## src/rtl/guess_fifo.sv

```systemverilog
// -----------------------------------------------------------------------------
// guess_fifo
//
// Small show-ahead FIFO that sits between a byte receiver and a game engine.
// Each rising edge of the receiver's byte-valid level pushes one byte. A byte
// is dropped if it is not a letter (when FILTER=1) or if the FIFO is full.
// With FILTER=1, letters are folded to upper case before they are stored.
// The consumer pops the head entry by raising game_rdy while guess_valid is 1.
//
// Parameters
//   WIDTH   data width of received bytes and stored guesses (8 when FILTER=1)
//   DEPTH   number of storage entries, power of two, >= 2
//   FILTER  1 = accept ASCII letters only, folded to upper case
//           0 = accept every byte unchanged
//
// Ports
//   clk          system clock, all state updates on the rising edge
//   rst          asynchronous active-high reset
//   ready        receiver byte-valid level (may stay high for several cycles)
//   Rx_byte      received byte, sampled on the push edge
//   game_rdy     consumer ready; pops when guess_valid is also 1
//   flush        synchronous clear of all stored entries
//   guess        head entry (show-ahead), zero when empty
//   guess_valid  at least one entry stored
//   full         count == DEPTH
//   count        number of stored entries
//   overflow     one-cycle pulse: push dropped because the FIFO was full
//   reject       one-cycle pulse: push dropped by the letter filter
// -----------------------------------------------------------------------------
module guess_fifo #(
  parameter int WIDTH  = 8,
  parameter int DEPTH  = 4,
  parameter int FILTER = 1
) (
  input  logic                         clk,
  input  logic                         rst,
  input  logic                         ready,
  input  logic [WIDTH-1:0]             Rx_byte,
  input  logic                         game_rdy,
  input  logic                         flush,
  output logic [WIDTH-1:0]             guess,
  output logic                         guess_valid,
  output logic                         full,
  output logic [$clog2(DEPTH+1)-1:0]   count,
  output logic                         overflow,
  output logic                         reject
);

  localparam int PTR_W = $clog2(DEPTH);
  localparam int CNT_W = $clog2(DEPTH + 1);

  localparam logic [PTR_W-1:0] PTR_ONE  = PTR_W'(1);
  localparam logic [CNT_W-1:0] CNT_ONE  = CNT_W'(1);
  localparam logic [CNT_W-1:0] CNT_FULL = CNT_W'(DEPTH);

  // ASCII letter bounds and the case-fold offset.
  localparam logic [WIDTH-1:0] UC_A     = WIDTH'(8'h41);
  localparam logic [WIDTH-1:0] UC_Z     = WIDTH'(8'h5A);
  localparam logic [WIDTH-1:0] LC_A     = WIDTH'(8'h61);
  localparam logic [WIDTH-1:0] LC_Z     = WIDTH'(8'h7A);
  localparam logic [WIDTH-1:0] CASE_OFS = WIDTH'(8'h20);

  // ---------------------------------------------------------------------------
  // State
  // ---------------------------------------------------------------------------
  logic [WIDTH-1:0] mem [DEPTH];
  logic [PTR_W-1:0] wr_ptr;
  logic [PTR_W-1:0] rd_ptr;
  logic             ready_q;

  // ---------------------------------------------------------------------------
  // Event decode
  // ---------------------------------------------------------------------------
  logic             push_evt;   // rising edge of ready
  logic             accept;     // byte passes the filter
  logic [WIDTH-1:0] data_in;    // byte as it will be stored
  logic             pop;
  logic             do_write;

  assign push_evt = ready & ~ready_q;

  // NOTE: every signal driven from always_comb gets a default first, so no
  // path through the block leaves it unassigned and no latch is inferred.
  always_comb begin
    accept  = 1'b1;
    data_in = Rx_byte;
    if (FILTER != 0) begin
      if ((Rx_byte >= UC_A) && (Rx_byte <= UC_Z)) begin
        accept = 1'b1;
      end else if ((Rx_byte >= LC_A) && (Rx_byte <= LC_Z)) begin
        data_in = Rx_byte - CASE_OFS;
      end else begin
        accept = 1'b0;
      end
    end
  end

  // A pop frees the slot on the same edge, so a push into a full FIFO that
  // coincides with a pop is still stored.
  assign pop      = game_rdy & guess_valid & ~flush;
  assign do_write = push_evt & accept & (~full | pop) & ~flush;

  // ---------------------------------------------------------------------------
  // Pointers, count, status pulses
  // ---------------------------------------------------------------------------
  // NOTE: sequential state uses non-blocking assignments so every register
  // samples the pre-edge values, independent of statement order.
  always_ff @(posedge clk or posedge rst) begin
    if (rst) begin
      // ready_q starts high so a ready already asserted at reset release is
      // not mistaken for a fresh byte.
      ready_q  <= 1'b1;
      wr_ptr   <= '0;
      rd_ptr   <= '0;
      count    <= '0;
      overflow <= 1'b0;
      reject   <= 1'b0;
    end else begin
      ready_q  <= ready;
      overflow <= 1'b0;
      reject   <= 1'b0;
      if (flush) begin
        wr_ptr <= '0;
        rd_ptr <= '0;
        count  <= '0;
      end else begin
        if (do_write) begin
          wr_ptr <= wr_ptr + PTR_ONE;
        end
        if (pop) begin
          rd_ptr <= rd_ptr + PTR_ONE;
        end
        if (do_write && !pop) begin
          count <= count + CNT_ONE;
        end else if (!do_write && pop) begin
          count <= count - CNT_ONE;
        end
        // A filtered byte never reaches the full check, so reject wins.
        reject   <= push_evt & ~accept;
        overflow <= push_evt & accept & full & ~pop;
      end
    end
  end

  // ---------------------------------------------------------------------------
  // Storage
  // ---------------------------------------------------------------------------
  // NOTE: the array has no reset; its contents are only observed through
  // guess, which is masked to zero whenever count is zero.
  always_ff @(posedge clk) begin
    if (do_write) begin
      mem[wr_ptr] <= data_in;
    end
  end

  // ---------------------------------------------------------------------------
  // Outputs, decoded from registers only
  // ---------------------------------------------------------------------------
  assign guess_valid = (count != '0);
  assign full        = (count == CNT_FULL);
  assign guess       = guess_valid ? mem[rd_ptr] : '0;

endmodule

```

## config.mk

```make
export PLATFORM = sky130hd
export DESIGN_NAME = guess_fifo
export DESIGN_NICKNAME = d
export VERILOG_FILES = /design/src/rtl/guess_fifo.sv
export SDC_FILE = /design/constraint.sdc
export NUM_CORES = 1
export LEC_CHECK = 0
export BUFFER_PORTS_ARGS = -buffer_cell sky130_fd_sc_hd__buf_2
export CAP_MARGIN = 40
export CORE_ASPECT_RATIO = 0.9
export CORE_MARGIN = 3
export CORE_UTILIZATION = 47
export DETAILED_ROUTE_END_ITERATION = 6
export PLACE_DENSITY_LB_ADDON = 0.1
export SYNTH_ARGS = -nofsm -noshare
export SYNTH_HDL_FRONTEND = slang
export SYNTH_SLANG_ARGS = --single-unit
```

## constraint.sdc

```tcl
create_clock -name clk -period 5.7 [get_ports clk]
set_input_delay 1.425 -clock clk [delete_from_list [all_inputs] [get_ports clk]]
set_output_delay 1.425 -clock clk [all_outputs]
set_load 0.05 [all_outputs]
```

# Word level (Yosys, flattened, before mapping)
# Memory sizes are Yosys's and may differ from the RTL's.
# Cells that the tools add are included.
[totals] regBits=10 latch_bits=0 ram_bits=32 romBits=0 in_bits=13 elab_cells=58 mem_count=1
[mem_list] name="mem" depth=4 width=8 read_ports=1 rd_ports_with_merged_regs=0 wr=1 line="66" source="logic [WIDTH-1:0] mem [DEPTH];"
[classes] n_addsub=5 multipliers=0 div_mod_pow=0 n_lt_le_gt_ge=4 n_eq_ne=1 n_shift=0 n_mux=16 bitwise_logic=15 reduce_logical=10
[op_table] op="two-way mux 8 bit" count=3
[op_table] op=">= comparator 8 x 7 -> 1 bit, second input constant" count=2
[op_table] op="less-or-equal comparator 8 x 7 -> 1 bit, second input constant" count=2
[op_table] op="AND 1 bit" count=9
[op_table] op="two-way mux 3 bit" count=3
[op_table] op="two-way mux 2 bit" count=4
[op_table] op="subtractor 8 x 6 -> 8 bit, second input constant" count=1
[op_table] op="two-way mux 1 bit" count=6
[op_table] op="nonzero test 3 bit" count=2
[op_table] op="NOT 1 bit" count=5
[op_table] op="adder 2 x 1 -> 2 bit, second input constant" count=2
[op_table] op="logical AND 1 bit" count=4
[op_table] op="nonzero test 2 bit" count=2
[op_table] op="adder 3 x 1 -> 3 bit, second input constant" count=1
[op_table] op="== test 3 bit, second input constant" count=1
[op_table] op="subtractor 3 x 1 -> 3 bit, second input constant" count=1
[op_table] op="logical NOT 1 bit" count=2
[op_table] op="OR 1 bit" count=1

# Logic depth before layout (Yosys ltp)
# Gate-level depths: netlist (run 1).
[logic_depth] depth_word=12 mapped_depth=7 depth_no_buf=7

# Worst setup path before layout (run 1)
# OpenSTA, ideal clock, no wires.
[synth_path] path_type="reg2out" startpoint="reg count[2]" endpoint="out full" arrival_ps=1919 required_ps=4275 setup_slack_ps=2356 path_stages_with_launch=2 path_cell_list="dfrtp_1 -> nor3b_1"
[synth_via] elab_chain_len=1
[synth_lines] item="start, declared" line="44" source="output logic [$clog2(DEPTH+1)-1:0] count,"
[synth_lines] item="start signal, assigned" line="134" source="count <= count + CNT_ONE;"
[synth_lines] item="start signal, assigned" line="136" source="count <= count - CNT_ONE;"
[synth_lines] item="== test 3 bit" line="160" source="assign full = (count == CNT_FULL);"
[synth_lines] item="end, declared" line="43" source="output logic full,"
# Every way passes these cells.

# Worst setup path in the final report (run 1)
[layout_path] startpoint="reg rd_ptr[0]" endpoint="out guess[7]"
[layout_via] elab_chain_len=2
[layout_lines] item="start, declared" line="68" source="logic [PTR_W-1:0] rd_ptr;"
[layout_lines] item="start signal, assigned" line="131" source="rd_ptr <= rd_ptr + PTR_ONE;"
[layout_lines] item="memory read (4 x 8 bit)"
[layout_lines] item="two-way mux 8 bit" line="161" source="assign guess = guess_valid ? mem[rd_ptr] : '0;"
[layout_lines] item="end, declared" line="41" source="output logic [WIDTH-1:0] guess,"
# Every way passes these cells.

==> reports/metrics.csv, run 1 <==
metric;value;unit
worst_skew_pair.late_latency;0.30;ns
tritoncts;done;
place_inst;200;
die_x;74.5;µm
first_pass_iters;4;
grt_pass1_vias;1242;
fp.coreArea;3890;µm²
setup_tns;0;ns
power_switching;0.328;mW
htreeDepth;2;
gr-total-overflow;0;
cts_made_buffers;5;
netlist_area;1980;µm²
wl_per_cell;17.7;µm
p_comb_share;35.6;%
dieArea;5040;µm²
async_reset_ff_share;23.8;%
cts.sinks;42;
leakage;0.899;nW
antenna_found_initial;0;
drv_slew;0;
most-common-layout-cells;edfxtp_1 (32), buf_2 (27), nor2_1 (14), and2_1 (12), dfrtp_1 (9);
place_hpwl;2670;µm
status;completed;
slew-limit-headroom;59.7;%
required;4.28;ns
synth_area_per_cell;15.1;µm²
syn_inst;131;
numPortBuffers;27;
clk_pin_slew;0.07;ns
p_int;0.528;mW
synth.lib_cells_used.distinct;38;
min_path_type;reg2reg;
gp_congestion;0.834;
viasPerCell;5.50;
n_fill_cell;342;
area_delta_synth_final;12.9;%
worst_setup_path_end_kind;output pin;
initial_core_util;51.0;%
mostFrequentLayoutCell;edfxtp_1;
fin_skew;0.00824;ns
hold_viol;0;
final.min_clock_period;3.40;ns
powerDensity;382;nW/µm²
crit_fanout;10;
n_antenna_cell;0;
post-route-period-util;59.6;%
cp-start-kind;flip-flop;
synth_seq_cells;42;
synth_edf_count;32;
critPathKind;reg2out;
post-cts-setup-buffers;0;
grt_usage;17.6;%
ys.flop_type;edfxtp_1;
max_freq;294;MHz
power_frac_seq;42.5;%
drive_above_1_share;32.7;%
num_io_pins;28;
drt-initial-drc-count;103;
grt_util_met3;5.95;%
met2_usage;28.8;%
grt_pass1_wl;6170;µm
yosysWarnings;0;
dr_total_vias;1143;
tightest_slew;0.604;ns
grtUsageMet1;21.4;%
fin_nets;181;
finalNonFillerCells;208;
switching_share;38.3;%
holdBufCountCts;0;
max-cap-violations;0;
grt_max_degree;14;
wirelength;3680;µm
multi_input_area;721;µm²
top_usage_layer;met2;
vdd_ir_drop_max;0.000173;V
clockBufferDepth;2;
rsz0062_at_grt;false;
hold_slack;0.617;ns
seq_area;1210;µm²
drc;0;
clkPwrFrac;21.9;%
finalSetupViolCount;0;
ant_nets;0;
cts_resized;0;
placementRows;21;
synth.net_count;151;
dieHeight;67.6;µm
critPathArrivalTime;1.97;ns
clock-root-buffer;clkbuf_8;
ys_seq_area_share;61.1;%
## power by group through the flow
stage               clock network (mW)  logic (mW)  registers, mW
floorplan                            0       0.244          0.376
global placement                     0       0.303          0.370
detailed placement                   0       0.308          0.372
CTS                              0.193       0.309          0.365
global route                     0.206       0.325          0.368
finish                           0.187       0.305          0.363
## state kept, by name, summed over array words and instances (netlist names)
register / cells
rd_ptr: 2
mem: 32
overflow: 1
count: 3
reject: 1
ready_q: 1
wr_ptr: 2
## metal layers
metal  wire [µm]  vias up  share of wire [%]
li1            -      530                  -
met1        1580      584                 43
met2        1900       22                 52
met3         131        7                3.6
met4          66        0                1.8
met5           0        -                  0
## path summary, 6_finish.rpt
check                      slack, ns        end       from  cells past startpoint
setup / recovery                2.30   guess[7]  rd_ptr[0]                      3
hold / removal                  0.62  wr_ptr[0]  wr_ptr[0]                      2
setup reg to reg                3.27   count[2]   count[2]                      6
hold reg to reg                 0.62  wr_ptr[0]  wr_ptr[0]                      2
max in group asynchronous       4.28    ready_q        rst                      2
min in group asynchronous       1.09   count[2]        rst                      2
## worst max-delay path: stages (launching register included)
cell and delay (ns):
dfrtp_1 0.73, mux4_2 0.56, and2_1 0.18, buf_2 0.21
## through the flow
stage	util [%]	area, µm²	setup slack [ns]	power [mW]
6_report	57.6	2240	2.30	0.855
2_1_floorplan	-	1980	2.36	0.619
5_1_grt	57.6	2240	2.14	0.899
4_1_cts	57.6	2240	2.23	0.867
3_5_place_dp	55.3	2150	2.21	0.680
3_3_place_gp	55.3	2150	2.29	0.673
## cell type report
type	instances	area share [%]
Clock inverter	2	0.615
Timing Repair Buffer	27	6.04
Clock buffer	6	3.24
Sequential cell	42	54.2
Tap cell	46	2.57
Multi-Input combinational cell	78	32.2
Inverter	7	1.17
## logic make-up after synthesis
logic type / synth area share [%]
xor gates and xnor gates: 1.33
muxes: 12.2
and+or+nand+nor: 13.2
buffers and inverters: 2.52
adders and majority gates: 4.79
AOI/OAI and AO/OA: 4.79
DFF: 61.1
## cell usage after synthesis, drive strengths merged, types with 2 or more instances
| cell | n | area share (%) |
|---|---|---|
| a21o | 3 | 1.1 |
| and2 | 13 | 4.2 |
| and3 | 2 | 0.63 |
| buf | 3 | 1.0 |
| dfrtp | 9 | 11 |
| edfxtp | 32 | 48 |
| ha | 6 | 3.8 |
| inv | 7 | 1.3 |
| mux2 | 3 | 2.1 |
| mux2i | 2 | 1.0 |
| mux4 | 8 | 9.1 |
| nand2 | 2 | 0.38 |
| nand2b | 2 | 0.63 |
| nor2 | 14 | 2.6 |
| nor2b | 5 | 1.6 |
| xnor2 | 2 | 0.88 |
No activity file was read; power rests on OpenSTA's default activity.
==> run 2, diff against run 1 <==
==> constraint.sdc (replaced) <==
create_clock -name clk -period 2.91 [get_ports clk]
set_input_delay 0.7275 -clock clk [delete_from_list [all_inputs] [get_ports clk]]
set_output_delay 0.7275 -clock clk [all_outputs]
set_load 0.05 [all_outputs]
==> reports/metrics.csv, run 2 (synthesized netlist as in run 1, its figures left out) <==
metric;value;unit
critPathBufInv;2;
routed.top_layer;met4;
top_regs;mem x32, count x3;
first_pass_iters;4;
hold_viol;0;
cts_resized;0;
critPathTopFamily;multiplexers;
status;completed;
vdd_ir_drop_max;0.000423;V
r2r_cells;6;
initial_core_util;51.0;%
critPathKind;reg2out;
wl_per_cell;17.7;µm
largest_reg_flops;32;
n_antenna_cell;0;
hold_slack;0.420;ns
critPathArrivalTime;1.74;ns
largest_register;mem;
fp.coreArea;3890;µm²
p_total;1.76;mW
wl_met1;1620;µm
holdBufCountCts;0;
cts_made_buffers;5;
die_x;74.5;µm
fin_skew;0.00477;ns
required;2.18;ns
clk_pin_slew;0.07;ns
slowest_stage;mux4_2;
finalSetupViolCount;0;
tritoncts;done;
n_fill_cell;328;
clockBufferDepth;2;
slew-limit-headroom;68.7;%
dieHeight;67.6;µm
num_io_pins;28;
fin_nets;183;
cp-start-kind;flip-flop;
worst_setup_path_end_kind;output pin;
clock-root-buffer;clkbuf_8;
ant_nets;0;
gr-total-overflow;0;
setup_tns;0;ns
powerDensity;772;nW/µm²
tightest_slew;0.469;ns
max-cap-violations;0;
max_freq;405;MHz
place_inst;202;
viasPerCell;5.38;
drc;0;
mostFrequentLayoutCell;edfxtp_1;
min_path_type;in2async;
worst_skew_pair.late_latency;0.29;ns
crit_path_cell_trace;buf_4, mux4_2, and2_1, buf_2;
finalNonFillerCells;210;
grt_pass1_vias;1196;
worstReg2RegStart;count[2];
area_delta_synth_final;14.9;%
gp_congestion;0.793;
dr_total_vias;1130;
wirelength;3730;µm
rsz0062_at_grt;false;
numPortBuffers;27;
cts.sinks;42;
crit_fanout;10;
met2_length;1990;µm
grt_max_degree;13;
placementRows;21;
rrSetupSlack;0.52;ns
post-route-period-util;84.8;%
grt_usage;16.6;%
postLayoutCoreUtil;58.6;%
dieArea;5040;µm²
drv_slew;0;
slowest_delay;0.52;ns
grt_pass1_wl;5910;µm
wl_met3;89;µm
drive_above_1_share;33.5;%
post-cts-setup-buffers;0;
leakage;0.920;nW
final.min_clock_period;2.47;ns
htreeDepth;2;
reg2reg_to;count[2];
most-common-layout-cells;edfxtp_1 (32), buf_2 (27), nor2_1 (14), and2_1 (12), dfrtp_1 (9);
antenna_found_initial;0;
drt-initial-drc-count;48;
place_hpwl;2740;µm
[run 2: changes by cell type in the layout (fill, tap and decap cells not counted)]
cell	delta
buf_4	+2
bufinv_16	+1
clkbuf_1	+1
clkinv_2	-1
clkinv_4	-1
nor3b_1	-1
nor3b_2	+1
[run 2: how the worst max path moves through the flow]
stage               depth (start not counted)       start  endpoint
floorplan                                   7    count[2]  count[2]
global placement                            8  Rx_byte[0]  count[2]
finish                                      4   rd_ptr[0]  guess[0]
global route                                4   rd_ptr[0]  guess[0]
CTS                                         4   rd_ptr[0]  guess[0]
detailed placement                          8  Rx_byte[5]  count[2]
[run 2: cell type report]
type / count / area [µm²] / share of cell area [%]
clock inverters: 1 / 30.0 / 1.32
inverters: 7 / 26.3 / 1.15
clock buffers: 7 / 76.3 / 3.35
well taps: 46 / 57.6 / 2.53
repair buffers: 29 / 150 / 6.59
multi-input cells: 78 / 726 / 31.9
flip-flops and latches: 42 / 1210 / 53.2
[run 2: through the flow]
step | cell area [µm²] | worst slack, ns
after floorplan | 1990 | 0.133
after global placement | 2170 | 0.195
after detailed placement | 2170 | 0.169
after CTS | 2280 | 0.400
after global routing | 2280 | 0.359
final | 2280 | 0.442
[run 2: per-layer routing]
layer	track usage, %	vias up
met1	20.0	577
met2	28.6	16
met4	6.44	0
met5	0	-
met3	4.02	4
li1	-	533
[run 2: power by group]
| part | internal (mW) | leakage, nW | total (mW) | switching [mW] |
|---|---|---|---|---|
| logic | 0.205 | 0.446 | 0.629 | 0.424 |
| registers | 0.667 | 0.422 | 0.688 | 0.0211 |
| clock network | 0.257 | 0.0524 | 0.442 | 0.185 |
[run 2: worst reg2reg max path, cell delays in order (launching register included)]
cell,delay [ns]
dfrtp_1,0.41
or3_1,0.56
and2_4,0.26
nor3_2,0.27
fa_1,0.24
mux2i_1,0.21
mux2_1,0.33
